--- src/rtl/instr_fetch_ctrl.sv ---
// Purpose: fetch sequencer; owns the PC, addresses instr_memory, registers word+PC for decode.
// Latency: 1 cycle from read_address to if_valid; 1 instruction/cycle while if_ready is high.
// Backpressure: if_valid && !if_ready stalls the PC and holds the output stage unchanged.
module instr_fetch_ctrl #(
    parameter logic [31:0] RESET_PC   = 32'h0000_0000,
    parameter int          IMEM_WORDS = 64,
    parameter logic [31:0] HALT_WORD  = 32'hFFFF_FFFF
) (
    input  logic        clk,
    input  logic        rst,
    input  logic        start,
    output logic [31:0] read_address,
    input  logic [31:0] instruction,
    output logic        if_valid,
    input  logic        if_ready,
    output logic [31:0] if_instr,
    output logic [31:0] if_pc,
    input  logic        redirect,
    input  logic [31:0] redirect_pc,
    output logic        halted,
    output logic        fault,
    output logic [31:0] fetch_count
);

    typedef enum logic [2:0] {
        S_IDLE,
        S_RUN,
        S_DRAIN,
        S_HALT,
        S_FAULT
    } state_t;

    // First byte address past the end of instr_memory (33 bits so the compare cannot wrap).
    localparam logic [32:0] PC_LIMIT = 33'(IMEM_WORDS) * 33'd4;

    state_t      state_q, state_d;
    logic [31:0] pc_q, pc_d;
    logic        if_valid_q, if_valid_d;
    logic [31:0] if_instr_q, if_instr_d;
    logic [31:0] if_pc_q, if_pc_d;
    logic [31:0] fetch_count_q, fetch_count_d;
    logic        halted_q, halted_d;
    logic        fault_q, fault_d;

    logic accept;
    logic stage_free;
    logic pc_in_range;
    logic redirect_bad;

    assign accept       = if_valid_q && if_ready;
    assign stage_free   = !if_valid_q || if_ready;
    assign pc_in_range  = ({1'b0, pc_q} < PC_LIMIT);
    assign redirect_bad = (redirect_pc[1:0] != 2'b00);

    // Next-state logic: FSM transitions, PC sequencing, output-stage capture and accept counting.
    always_comb begin
        state_d       = state_q;
        pc_d          = pc_q;
        if_valid_d    = if_valid_q;
        if_instr_d    = if_instr_q;
        if_pc_d       = if_pc_q;
        fetch_count_d = fetch_count_q;

        // A handshake always completes and counts, even in a redirect cycle.
        if (accept) begin
            fetch_count_d = fetch_count_q + 32'd1;
        end

        case (state_q)
            S_IDLE: begin
                pc_d = RESET_PC;
                if (start) begin
                    state_d       = S_RUN;
                    fetch_count_d = 32'd0;
                end
            end

            S_RUN, S_DRAIN: begin
                if (redirect) begin
                    // Flush the output stage; a misaligned target is fatal and leaves the PC alone.
                    if_valid_d = 1'b0;
                    if (redirect_bad) begin
                        state_d = S_FAULT;
                    end else begin
                        pc_d    = redirect_pc;
                        state_d = S_RUN;
                    end
                end else if (state_q == S_DRAIN) begin
                    // Wait for decode to take the halt word, then park.
                    if (accept) begin
                        if_valid_d = 1'b0;
                        state_d    = S_HALT;
                    end
                end else if (stage_free) begin
                    if (!pc_in_range) begin
                        if_valid_d = 1'b0;
                        state_d    = S_FAULT;
                    end else begin
                        if_instr_d = instruction;
                        if_pc_d    = pc_q;
                        if_valid_d = 1'b1;
                        // The PC steps past the halt word once and then stays put in DRAIN.
                        pc_d       = pc_q + 32'd4;
                        if (instruction == HALT_WORD) begin
                            state_d = S_DRAIN;
                        end
                    end
                end
            end

            S_HALT: begin
                if (start) begin
                    state_d       = S_RUN;
                    pc_d          = RESET_PC;
                    fetch_count_d = 32'd0;
                end
            end

            S_FAULT: begin
                if_valid_d = 1'b0;
            end

            default: begin
                state_d    = S_FAULT;
                if_valid_d = 1'b0;
            end
        endcase

        halted_d = (state_d == S_HALT);
        fault_d  = (state_d == S_FAULT);
    end

    // State and output registers; reset clears everything immediately.
    always_ff @(posedge clk or posedge rst) begin
        if (rst) begin
            state_q       <= S_IDLE;
            pc_q          <= RESET_PC;
            if_valid_q    <= 1'b0;
            if_instr_q    <= 32'd0;
            if_pc_q       <= 32'd0;
            fetch_count_q <= 32'd0;
            halted_q      <= 1'b0;
            fault_q       <= 1'b0;
        end else begin
            state_q       <= state_d;
            pc_q          <= pc_d;
            if_valid_q    <= if_valid_d;
            if_instr_q    <= if_instr_d;
            if_pc_q       <= if_pc_d;
            fetch_count_q <= fetch_count_d;
            halted_q      <= halted_d;
            fault_q       <= fault_d;
        end
    end

    assign read_address = pc_q;
    assign if_valid     = if_valid_q;
    assign if_instr     = if_instr_q;
    assign if_pc        = if_pc_q;
    assign fetch_count  = fetch_count_q;
    assign halted       = halted_q;
    assign fault        = fault_q;

endmodule

--- config.mk ---
export PLATFORM = sky130hd
export DESIGN_NAME = instr_fetch_ctrl
export DESIGN_NICKNAME = d
export VERILOG_FILES = /design/src/rtl/instr_fetch_ctrl.sv
export SDC_FILE = /design/constraint.sdc
export NUM_CORES = 1
export LEC_CHECK = 0
export CELL_PAD_IN_SITES_DETAIL_PLACEMENT = 0
export CELL_PAD_IN_SITES_GLOBAL_PLACEMENT = 1
export CORE_UTILIZATION = 27
export CTS_BUF_LIST = sky130_fd_sc_hd__clkbuf_4 sky130_fd_sc_hd__clkbuf_8
export CTS_CLUSTER_DIAMETER = 40
export CTS_CLUSTER_SIZE = 14
export DETAILED_ROUTE_END_ITERATION = 6
export PLACE_DENSITY = 0.68
export SLEW_MARGIN = 20
export SYNTH_ARGS = -nofsm -noshare
export SYNTH_HDL_FRONTEND = slang
export SYNTH_SLANG_ARGS = --single-unit
--- constraint.sdc ---
create_clock -name clk -period 12.75 [get_ports clk]
set_clock_uncertainty 0.05 [all_clocks]
set_input_delay 2.55 -clock clk [delete_from_list [all_inputs] [get_ports clk]]
set_output_delay 2.55 -clock clk [all_outputs]
set_load 0.01 [all_outputs]
* After elaboration in Yosys (flattened, before gate mapping)
Index checks and enable logic that the tools add are counted.
** Word-level totals
- Register bits :: 134
- Bits of input ports :: 69
- Output and inout port bits :: 131
- Logic and storage cells :: 64
** Operators by class
- Multiplexer cells :: 25
- Reduce and logical (&&, ||, !) cells :: 11
- Add/sub/neg operators :: 2
- Equal/unequal tests :: 14
- Bitwise operators :: 3
- Magnitude comparators :: 1
** Operators by type and width (count)
- $mux 32 :: 9
- $pmux 32 s3 :: 1
- $add 32x1->32 const B :: 1
- $add 32x3->32 const B :: 1
- $eq 32x32->1 const B :: 1
- $lt 32x9->1 const B :: 1
- $mux 3 :: 8
- $ne 3x3->1 const B :: 4
- $eq 3x2->1 const B :: 3
- $pmux 3 s3 :: 1
- $ne 4x4->1 const B :: 2
- $eq 3x3->1 const B :: 2
- $reduce_and 6->1 :: 1
- $mux 1 :: 5
- $reduce_and 5->1 :: 1
- $reduce_or 2->1 :: 2
- $eq 3x1->1 const B :: 1
- $logic_not 3->1 :: 1
- $not 1->1 :: 3
- $reduce_and 3->1 :: 1
- $reduce_bool 3->1 :: 1
- $ne 2x2->1 const B :: 1
- $pmux 1 s2 :: 1
- $reduce_bool 2->1 :: 1
- other kinds (3) :: 3

* Logic depth before layout (Yosys ltp)
- Depth after elaboration :: 8
- Mapped depth :: 9
- Mapped depth without buffers :: 6

* Least setup slack after synthesis
No wires, ideal clock.
- Path kind :: in2reg
- Start point :: input port redirect_pc[0]
- End point :: register pc_q[2] (netlist: read_address[2])
- Cell stages on the path :: 7
- Arrival :: 4.084 ns
- Data required time :: 12.575 ns
- Buffers on the path :: 2
- Path slack :: 8.491 ns
- Setup time :: 0.125 ns
- Cell sequence :: o21a_1 -> a221o_1 -> or3_1 -> buf_2 -> and2_4 -> buf_6 -> mux2_4
** Between the ends
- Longest elaborated chain between the ends :: 3
** RTL lines
- start: declaration :: line 19 : input logic [31:0] redirect_pc,
- $reduce_bool 2->1 :: line 53 : assign redirect_bad = (redirect_pc[1:0] != 2'b00);
- $ne 3x3->1 (no source line)
- $reduce_and 6->1 (no source line)
- end signal: assignment :: line 146 : pc_q <= pc_d;
- end: declaration :: line 37 : logic [31:0] pc_q, pc_d;
Every way passes these cells.
A chain may end at the register's enable or synchronous reset.

* Worst setup path in the final report
- Start point :: input port redirect
- End point :: register if_pc_q[7] (netlist: if_pc[7])
** Between the ends
- Longest elaborated chain between the ends :: 2
** RTL lines
- start: declaration :: line 18 : input logic redirect,
- $not 1->1 (no source line)
- $reduce_and 5->1 (no source line)
- end signal: assignment :: line 149 : if_pc_q <= if_pc_d;
- end: declaration :: line 40 : logic [31:0] if_pc_q, if_pc_d;
Every way passes these cells.

==> results_dict.tcl <==
set metrics [dict create \
    ff2ff_path_depth 6 \
    ys_warn_count 0 \
    clockBufferDepth 2 \
    final_hold_viol_count 0 \
    timing_worst_slew_pin_value_ns 0.800 \
    worst_ep_arrival_time_ns 5.26 \
    status "completed" \
    cts_buffers 17 \
    end_kind "register" \
    ys.flop_type "dfrtp_1" \
    finalNetCount 907 \
    place_inst 1097 \
    io_pins 200 \
    vias 5374 \
    htree_levels 4 \
    critPathCapture "if_pc[7]" \
    synth.yosys.seq_area_share_pct 54.5 \
    syn_avg_cell_area_um2 9.58 \
    syn-num-nets 713 \
    die_x_um 153 \
    die_area_mm2 0.0234 \
    fin_area_mm2 0.00888 \
    final_cell_mix "clkdlybuf4s50_1, nand2_1, dfrtp_1" \
    synthXorXnorAreaFrac_pct 4.43 \
    crit_chain "clkdlybuf4s50_1 > buf_4 > or4b_1 > or4_2 > buf_16 > nand2_1 > o21ai_0" \
    setup_violations 0 \
    drt-initial-drc-count 210 \
    die_h_um 153 \
    worstPathRequired_ns 13.03 \
    postLayoutCoreUtil_pct 40.2 \
    crit_path_top_delay_cell "or4_2" \
    powerDensity_mw_per_mm2 158 \
    wire_per_inst_um 16.5 \
    antenna_found_initial 0 \
    synth_edf_count 0 \
    layout.cells.non_filler 1129 \
    cp_top_family "simple AND/OR/NAND/NOR gates" \
    p_leak_nw 3.90 \
    rsz0062_at_grt "false" \
    cts.clk_slew.worst_paths_ns 0.07 \
    first_pass_iters 6 \
    crit_fanout 42 \
    grt_usage_pct 16.5 \
    gp_congestion 0.771 \
    postCtsSetupRepairBufs 0 \
    max-cap-violations 0 \
    relSlewSlack_pct 46.7 \
    async_reset_ff_share_pct 100 \
    rr_startpoint "read_address[13]" \
    slowest_delay_ns 0.95 \
    synthMuxAreaShare_pct 1.02 \
    hpwlAfterDp_um 13100 \
    fin_setup_tns_ns 0 \
    max_freq_mhz 201 \
    start_kind "input port" \
    yosys.area_share.simple_pct 27.2 \
    n_antenna_cell 0 \
    dpl_cell_area_mm2 0.00845 \
    cp.depth 7 \
    cts_tree "yes" \
    synthToLayoutAreaGrowth_pct 44.3 \
    finalCritPeriodShare_pct 39.0 \
    grt_pass1_vias 5332 \
    layout_commonest_cell "clkdlybuf4s50_1" \
    syn_inst 642 \
    start_util_pct 27.8 \
    period_minus_slack_ns 4.97 \
    io_buffers 199 \
    hp-class "register to register" \
    cp-startpoint "redirect" \
    vdd_drop_max_v 0.0000737 \
    synth_largest_area_cell "dfrtp_1" \
    wirelength_um 18600 \
    synth_top_area_share_pct 54.5 \
    r2r_slack_ns 9.59 \
    criticalPathCategory "input port to register" \
    via_per_inst 4.76 \
    synth_top_family_by_area "simple AND/OR/NAND/NOR gates" \
    synth-seq-cells 134 \
    yosys.cell_types.count 55 \
    grt_pass1_wl_um 30200 \
    netlist_area_mm2 0.00615 \
    cts_resized 0 \
    synthAdderAreaFrac_pct 0.407 \
    drc 0 \
    fp.coreArea_mm2 0.0221 \
    hold_buffers 0 \
    holdWs_ns 0.416 \
    gr-total-overflow 0 \
    ant_nets 0 \
    drv_slew 0 \
    synth_compound_area_share_pct 9.74 \
    ys_top_cells_by_area "dfrtp_1, nand2_1, xor2_1" \
    worstSkewPairLatency_ns 0.46 \
    drive_above_1_share_pct 6.12 \
    r2r-end "if_pc[7]" \
    grt_max_degree 77 \
    cts_num_sinks 134 \
    clockRootBuffer "clkbuf_8" \
    rows 54 \
    worst-path-buf-inv 3 \
]
final cells by class:
cell class / count / area [µm²]
fill: 2185 / 13200
clock inverter: 12 / 168
multi-input combinational: 472 / 2650
sequential: 134 / 3350
clock buffer: 20 / 263
inverter: 4 / 20.0
tap: 280 / 350
timing repair buffer: 207 / 2070
registers in the layout (all words and copies together) (netlist names):
| name | count |
|---|---|
| fault | 1 |
| fetch_count | 32 |
| halted | 1 |
| if_instr | 32 |
| if_pc | 32 |
| if_valid | 1 |
| read_address | 32 |
| state_q | 3 |
how the worst min path moves through the flow:
| stage | cells after the start | to | from | slack [ns] |
|---|---|---|---|---|
| 6_report | 2 | if_instr[14] | if_instr[14] | 0.42 |
| 5_1_grt | 2 | if_instr[14] | if_instr[14] | 0.43 |
| 4_1_cts | 2 | if_instr[14] | if_instr[14] | 0.42 |
| 3_5_place_dp | 2 | if_instr[14] | if_instr[14] | 0.40 |
| 3_3_place_gp | 2 | if_instr[1] | if_instr[1] | 0.40 |
| 2_1_floorplan | 2 | if_instr[0] | if_instr[0] | 0.45 |
per-stage QoR:
stage / power, W / setup WS (ns)
floorplan: 0.000783 / 6.57
global placement: 0.00102 / 7.19
detailed placement: 0.00102 / 7.29
CTS: 0.00142 / 7.78
global route: 0.00148 / 7.66
finish: 0.00140 / 7.78
tightest hold or removal path: stages (launching register included):
cell and delay, ns:
dfrtp_1 0.34, nand2_1 0.05, nand2_1 0.05
cell usage after synthesis, types with 7 or more instances:
master and instances:
a22o_1 10, and2_1 28, and3_1 11, o31ai_1 8, dfrtp_1 134, buf_2 8, xnor2_1 7, xor2_1 21
nor4_1 9, nand3_1 19, a21oi_1 20, nand4_1 25, nand2_1 162, nor2_1 41, nor3_1 12, and4_1 8
clkbuf_1 19, o21ai_0 24
power by group:
group	internal (W)	switching [W]	leakage, nW
logic	0.000214	0.000233	1.85
clock network	0.000207	0.000186	0.216
registers	0.000495	0.0000663	1.84
routing by layer:
metal	wire length (µm)	track usage [%]	vias to the layer above
li1	-	-	2626
met1	8890	22.7	2601
met2	8660	25.7	128
met3	752	3.43	19
met4	318	5.92	0
met5	0	0	-
cells by family after synthesis:
family	Yosys count
and+or+nand+nor	346
muxes	5
AOI/OAI and AO/OA	90
xor gates and xnor gates	29
adders and majority gates	2
DFF	134
buffers and inverters	36
No activity file was read; power rests on OpenSTA's default activity.
